--- config.mk ---
export PLATFORM = sky130hd
export DESIGN_NAME = run_controller
export DESIGN_NICKNAME = d
export VERILOG_FILES = /design/src/rtl/run_controller.sv
export SDC_FILE = /design/constraint.sdc
export NUM_CORES = 1
export LEC_CHECK = 0
export ABC_AREA = 1
export CAP_MARGIN = 20
export CORE_ASPECT_RATIO = 0.7
export CORE_UTILIZATION = 60
export DETAILED_ROUTE_END_ITERATION = 10
export DONT_BUFFER_PORTS = 1
export PLACE_DENSITY_LB_ADDON = 0.1
export SKIP_LAST_GASP = 1
export SLEW_MARGIN = 25
export SYNTH_ARGS = -nofsm -noshare
export SYNTH_HDL_FRONTEND = slang
export SYNTH_SLANG_ARGS = --single-unit
--- constraint.sdc ---
create_clock -name clk -period 3.1 [get_ports clk]
set_input_delay 0.155 -clock clk [delete_from_list [all_inputs] [get_ports clk]]
set_output_delay 0.155 -clock clk [all_outputs]
set_load 0.01 [all_outputs]
--- src/rtl/run_controller.sv ---
// Run controller that boots, runs, single-steps and stops the single-cycle processor.
// It also detects the HALT opcode and enforces a watchdog on executed cycles.
module run_controller #(
    parameter int unsigned BOOT_CYCLES = 2,
    parameter int unsigned MAX_CYCLES  = 1000,
    parameter logic [5:0]  HALT_OPCODE = 6'h3F
) (
    input  logic        clk,
    input  logic        rst_n,
    input  logic        go,
    input  logic        step,
    input  logic        halt_req,
    input  logic [31:0] instruction,
    output logic        start_up,
    output logic        cpu_en,
    output logic [2:0]  state,
    output logic [31:0] cycle_count,
    output logic        done,
    output logic        timeout
);

    typedef enum logic [2:0] {
        S_BOOT    = 3'd0,
        S_IDLE    = 3'd1,
        S_RUN     = 3'd2,
        S_STEP    = 3'd3,
        S_HALT    = 3'd4,
        S_TIMEOUT = 3'd5
    } state_t;

    // A BOOT_CYCLES of 0 is treated as 1 so that BOOT always lasts at least one cycle.
    localparam logic [31:0] BOOT_LAST = (BOOT_CYCLES > 1) ? 32'(BOOT_CYCLES - 1) : 32'd0;
    localparam logic [31:0] MAX_CNT   = 32'(MAX_CYCLES);

    state_t      state_q, state_d;
    logic [31:0] boot_cnt_q, boot_cnt_d;
    logic [31:0] cycle_q, cycle_d;
    logic        is_halt;
    logic        wd_hit;
    logic        in_run;
    logic        unused_instr;

    assign unused_instr = ^instruction[25:0];
    assign is_halt      = (instruction[31:26] == HALT_OPCODE);
    assign wd_hit       = (MAX_CYCLES != 0) && (cycle_q == MAX_CNT);
    assign in_run       = (state_q == S_RUN);
    assign cpu_en       = (in_run || (state_q == S_STEP)) && !is_halt && !wd_hit
                          && !(in_run && halt_req);

    always_comb begin
        state_d    = state_q;
        boot_cnt_d = boot_cnt_q;
        cycle_d    = cycle_q;

        // Saturate rather than wrap when the watchdog is disabled.
        if (cpu_en && (cycle_q != 32'hFFFF_FFFF)) begin
            cycle_d = cycle_q + 32'd1;
        end

        case (state_q)
            S_BOOT: begin
                if (boot_cnt_q >= BOOT_LAST) begin
                    state_d    = S_IDLE;
                    boot_cnt_d = 32'd0;
                end else begin
                    boot_cnt_d = boot_cnt_q + 32'd1;
                end
            end
            S_IDLE: begin
                if (go) begin
                    state_d = S_RUN;
                end else if (step) begin
                    state_d = S_STEP;
                end
            end
            S_RUN: begin
                if (is_halt) begin
                    state_d = S_HALT;
                end else if (wd_hit) begin
                    state_d = S_TIMEOUT;
                end else if (halt_req) begin
                    state_d = S_IDLE;
                end
            end
            S_STEP: begin
                if (is_halt) begin
                    state_d = S_HALT;
                end else if (wd_hit) begin
                    state_d = S_TIMEOUT;
                end else begin
                    state_d = S_IDLE;
                end
            end
            S_HALT, S_TIMEOUT: begin
                if (go) begin
                    state_d    = S_BOOT;
                    boot_cnt_d = 32'd0;
                    cycle_d    = 32'd0;
                end
            end
            default: begin
                state_d    = S_BOOT;
                boot_cnt_d = 32'd0;
                cycle_d    = 32'd0;
            end
        endcase
    end

    always_ff @(posedge clk or negedge rst_n) begin
        if (!rst_n) begin
            state_q    <= S_BOOT;
            boot_cnt_q <= 32'd0;
            cycle_q    <= 32'd0;
        end else begin
            state_q    <= state_d;
            boot_cnt_q <= boot_cnt_d;
            cycle_q    <= cycle_d;
        end
    end

    assign state       = state_q;
    assign cycle_count = cycle_q;
    assign start_up    = (state_q == S_BOOT);
    assign done        = (state_q == S_HALT) || (state_q == S_TIMEOUT);
    assign timeout     = (state_q == S_TIMEOUT);

endmodule

-- Yosys cells after proc, flatten, opt, wreduce, memory -nomap -nowiden
Index checks and enable logic that the tools add are counted.
- reductions and logical operators: 16
- bitwise gates (word level): 1
- multiplexer cells: 16
- add/subtract/negate cells: 2
- equal/unequal tests: 12
- order comparisons: 1
- operator list (kind ; count):
    32-bit two-way mux ; 4
    32-bit case mux with 3 select lines ; 1
    32-bit by 1-bit adder with 32-bit output (second input constant) ; 2
    32-bit case mux with 2 select lines ; 1
    32-bit by 10-bit == test with 1-bit output (second input constant) ; 1
    32-bit by 1-bit greater-or-equal comparator with 1-bit output (second input constant) ; 1
    32-bit != test (second input constant) ; 1
    3-bit two-way mux ; 9
    3-bit case mux with 5 select lines ; 1
    3-bit by 2-bit == test with 1-bit output (second input constant) ; 2
    3-bit == test (second input constant) ; 2
    6-bit == test (second input constant) ; 1
    1-bit logical AND ; 5
    4-bit != test (second input constant) ; 1
    4-bit AND reduction ; 1
    4-bit OR reduction ; 1
    3-bit by 1-bit == test with 1-bit output (second input constant) ; 1
    1-bit logical NOT ; 3
    3-bit logical NOT ; 1
    3-bit != test (second input constant) ; 1
    3-bit OR reduction ; 1
    1-bit logical OR ; 2
    2-bit by 1-bit != test with 1-bit output (second input constant) ; 1
    2-bit != test (second input constant) ; 1
    other kinds (3) ; 3
- output and inout bits: 39
- bits in registers: 67

-- Longest topological paths before layout
- depth after elaboration: 9
- depth in mapped cells: 13
- depth with buffers taken out: 11

-- Least setup slack after synthesis
OpenSTA, ideal clock, no wires.
- path type: register -> register
- start: reg cycle_q[0] (netlist: cycle_count[0])
- end: reg cycle_q[17] (netlist: cycle_count[17])
- clock period less this slack: 1.818 ns
- buffers on the path: 2
- slack: 1.282 ns
- cell stages (with the launch flop): 13
- arrival time: 1.682 ns
- cell sequence: dfrtp_1 ha_1 nand2_2 nor2_4 nand2_4 nor2_4 nand3_2 nand3_2 buf_6 buf_8 nand2_1 nand2_1 nor2_1
- longest elaborated chain between the ends: 8
- elaborated cells on any way between the ends: 10
- those cells by class: 1 x add/sub; 2 x eq/ne; 3 x mux; 4 x reduce/logical
- RTL lines (item ; RTL line ; source):
    from (decl) ; 37 ; logic [31:0] cycle_q, cycle_d;
    from (signal assigned) ; 117 ; cycle_q <= cycle_d;
    parallel branches: the longest is 5 deep, another holds 32-bit by 1-bit adder with 32-bit output ; n/a ;
    32-bit two-way mux (*) ; 56 ; if (cpu_en && (cycle_q != 32'hFFFF_FFFF)) begin
    32-bit two-way mux ; 95 ; if (go) begin
    32-bit case mux with 2 select lines (*) ; 60 ; case (state_q)
    via cycle_d[17] ; 37 ;
Mark *: on every way through the listed nets, which the timed path passes.
A chain may end at the register's enable or synchronous reset.

-- Final worst setup path
- start: reg cycle_q[0] (netlist: cycle_count[0])
- end: reg cycle_q[1] (netlist: cycle_count[1])
Same word-level chain as after synthesis.

==> implementation parameters <==
Parameter                              Value

Status
  Result of the run ... complete, no violations

Clock network
  Buffers inserted during post-CTS setup optimization ... 0
  H-tree level count ... 3
  Sink count of the clock tree ... 67
  Clock slew seen by the registers of the worst setup and hold paths ... 0.09 ns
  Cell chosen for the clock root ... sky130_fd_sc_hd__clkbuf_8
  Clock Latency Late Sink ... roughly 0.35 ns
  # resized after CTS ... 0
  Inserted Clock Buffers ... 9
  CTS tree ... yes
  Number of buffers between clock root and the deepest sink ... 2

Power
  Total power divided by cell area ... between 800 and 900 mW/mm²
  Switching part of the total power ... 0.486
  Worst supply voltage drop on vdd ... 0.465 mV
  Leak ... 2.33 nW
  Internal Dissipation ... 1.98 mW
  Power dissipated by switching net loads ... 1.87 mW
  Part of the total power dissipated in combinational logic ... 0.397
  Fraction of power consumed by sequential logic ... 0.401
  Final Power ... 3.86 mW
  Clock Power Share ... 0.201

STA
  Final Slew Violations ... 0
  Portion of the clock cycle consumed by the worst path in the final layout ... 0.799
  Final clock skew ... between 0.01 and 0.015 ns
  Achievable frequency ... 0.404 GHz
  Unrepaired setup endpoints after global routing ... no
  Hold Fails Final Rpt ... 0
  Minimum clock period after layout ... 2.48 ns
  Relative slew slack ... 0.446
  Number of setup violations in the final report ... 0
  Worst hold margin ... 0.0521 ns
  Pin slew with the least headroom to its limit ... 0.831 ns
  Post-Route Setup TNS ... 0 ns

Global route
  Pin count of the biggest net entering global routing ... 68
  Combined global-route utilization of all metal layers ... 0.287
  Initial antenna violation count ... 0
  First-pass GRT wire length ... 15700 µm
  Total overflow reported by the global router ... 0
  Vias in the first global route ... 3273

Synthesis
  Post-synthesis sequential area ratio ... 0.410
  Post-synthesis instance area ... 0.00409 mm²
  Number of flip-flops and latches in the synthesized netlist ... 67
  Synthesized instance count ... 585
  Total number of yosys warnings ... 0
  Post-synth net total ... 627
  Synthesized area per cell ... 7.00 µm²
  Number of distinct standard cells referenced by the synthesized netlist ... 28

Floorplanning
  I/O pin count ... 76
  Initial cell density of the core ... 0.640
  Die boundary width ... 101 µm
  Total die area ... 0.00716 mm²
  Std cell rows ... 24
  Area of the core ... ~0.0064 mm²
  Height of the chip ... 71.1 µm

Setup path
  Required time of the critical path ... 3.31 ns
  Critical Path Max Stage Delay ... 0.57 ns
  Critical path fanouts, max ... 29
  Critical path launch point ... cycle_count[0]
  Slowest cell on crit path ... sky130_fd_sc_hd__nand3_2
  Worst setup path class ... flip-flop to flip-flop
  Crit start category ... flip-flop
  Startpoint of the worst register-to-register path ... cycle_count[0]
  Flop-to-flop setup slack ... a little over 0.6 ns
  Arrival time at the worst endpoint ... around 2.7 ns
  Cell-by-cell listing of the critical path ... inv_2 > ha_1 > nand3_1 > nor2_1 > nand2_1 > inv_1 > nand2_1 > nand3_2 > o21ai_2 > nor2_2
  Logic depth of the worst register-to-register path ... 10
  CP Capture Type ... flip-flop
  RR Endpoint ... cycle_count[1]
  Most used cell, CP ... sky130_fd_sc_hd__nand2_1

Routing
  Routed wire length on met3 ... 917 µm
  Vias ... about 3500
  Detailed-route wire length ... 9300 µm
  Starting DRC count in detailed routing ... roughly 180
  Routed met2 length ... 3880 µm
  Post-detailed-route via-to-cell ratio ... 5.17
  Met1 WL ... roughly 4400 µm
  Highest routing layer actually used ... met4
  Router iterations before antenna repair ... 5
  DRC viols ... 0
  Antenna viol nets, final ... 0
  Routed WL per cell ... approximately 14 µm

Hold path
  Number of cells on the worst hold path ... 3
  Hold Path Origin ... halt_req
  Worst Hold Class ... primary input to flip-flop
  Hold path endpoint ... state[1]

Cells and area
  Synth-to-Final Area Change ... 6.54%
  Total number of nets in the final design ... 631
  Share of layout cells above drive strength 1 ... 0.111
  Number of inserted diodes ... 0

Placement
  Number of buffers added on ports ... 0
  Final RePlAce weighted congestion ... 0.905
  DP Wirelength ... 6590 µm

Flow run
  Max Cap Violations ... 0
cells in the mapped netlist, drive strengths merged:
library cell | number | area share
nand2 | 167 | 0.16
nor2 | 155 | 0.15
inv | 87 | 0.080
dfrtp | 67 | 0.41
nand3 | 49 | 0.082
nand4 | 12 | 0.020
buf | 11 | 0.031
xor2 | 10 | 0.021
o21ai | 8 | 0.014
ha | 5 | 0.015
a21oi | 4 | 0.0058
clkbuf | 4 | 0.0037
nor3 | 3 | 0.0037
a31oi | 1 | 0.0015
nand3b | 1 | 0.0018
or2 | 1 | 0.0015
registers in the layout, summed over array words and instances, names as in the netlist:
name	cells
boot_cnt_q	32
cycle_count	32
state	3
final cells by class:
class	count	area (µm²)
Timing Repair Buffer	8	85.1
Inverter	87	327
Clock inverter	6	71.3
Multi-Input combinational cell	416	1950
Sequential cell	67	1680
Fill cell	562	2030
Clock buffer	10	138
Tap cell	91	114
cell families (layout without fill, tap and decap cells):
| family | count (synthesis) | in the layout | synth area share |
|---|---|---|---|
| xor+xnor | 10 | 10 | 0.0214 |
| fa+ha+maj | 5 | 5 | 0.0153 |
| flops | 67 | 67 | 0.410 |
| simple gates | 388 | 388 | 0.417 |
| buf+inv | 102 | 111 | 0.115 |
| compound gates | 13 | 13 | 0.0217 |
power by group through the flow:
stage          logic (mW)  registers (mW)  clock network [mW]
2_1_floorplan        1.29            1.44                   0
3_3_place_gp         1.44            1.56                   0
3_5_place_dp         1.49            1.56                   0
4_1_cts              1.53            1.55               0.784
5_1_grt              1.76            1.59               0.822
6_report             1.53            1.55               0.777
layout by cell type (no fill, tap or decap), types with 5 or more instances in the layout:
cell type                  count
sky130_fd_sc_hd__nor2_2       11
sky130_fd_sc_hd__nor2_1      142
sky130_fd_sc_hd__inv_1        86
sky130_fd_sc_hd__nand2_1     163
sky130_fd_sc_hd__dfrtp_1      67
sky130_fd_sc_hd__clkbuf_8     10
sky130_fd_sc_hd__xor2_1       10
sky130_fd_sc_hd__nand4_1      11
sky130_fd_sc_hd__buf_4         5
sky130_fd_sc_hd__nand3_2      18
sky130_fd_sc_hd__nand3_1      31
sky130_fd_sc_hd__o21ai_2       5
sky130_fd_sc_hd__ha_1          5
critical path: cells and delay by family, from the launching register on:
kind	cells	cell delay [ns]
fa+ha+maj	1	0.27
flops	1	0.55
buf+inv	2	0.16
simple gates	6	0.97
compound gates	1	0.37
worst max path at each step:
stage                      endpoint  cells past startpoint
floorplan           cycle_count[17]                     12
global placement    cycle_count[16]                     10
detailed placement   cycle_count[1]                     10
CTS                  cycle_count[1]                     10
global route         cycle_count[1]                     10
finish               cycle_count[1]                     10
layer usage:
| metal | up-vias | track usage |
|---|---|---|
| li1 | 1772 | - |
| met1 | 1619 | 0.407 |
| met2 | 144 | 0.425 |
| met3 | 8 | 0.0889 |
| met4 | 0 | 0.0805 |
| met5 | - | 0 |
through the flow:
stage          cell area [µm²]  setup slack [ns]   util  cells
6_report                  4360             0.623  0.682    685
2_1_floorplan             4090              1.28      -    585
3_5_place_dp              4110             0.729  0.642    666
3_3_place_gp              4110             0.759  0.642    666
5_1_grt                   4360             0.492  0.682    685
4_1_cts                   4360             0.676  0.682    685
what timing repair did:
item                                    in CTS  in global routing
endpoints found under the hold margin       68                  0
endpoints found under the setup margin       0                  0
hold buffers                                 3                  0
No activity file was read; power rests on OpenSTA's default activity.
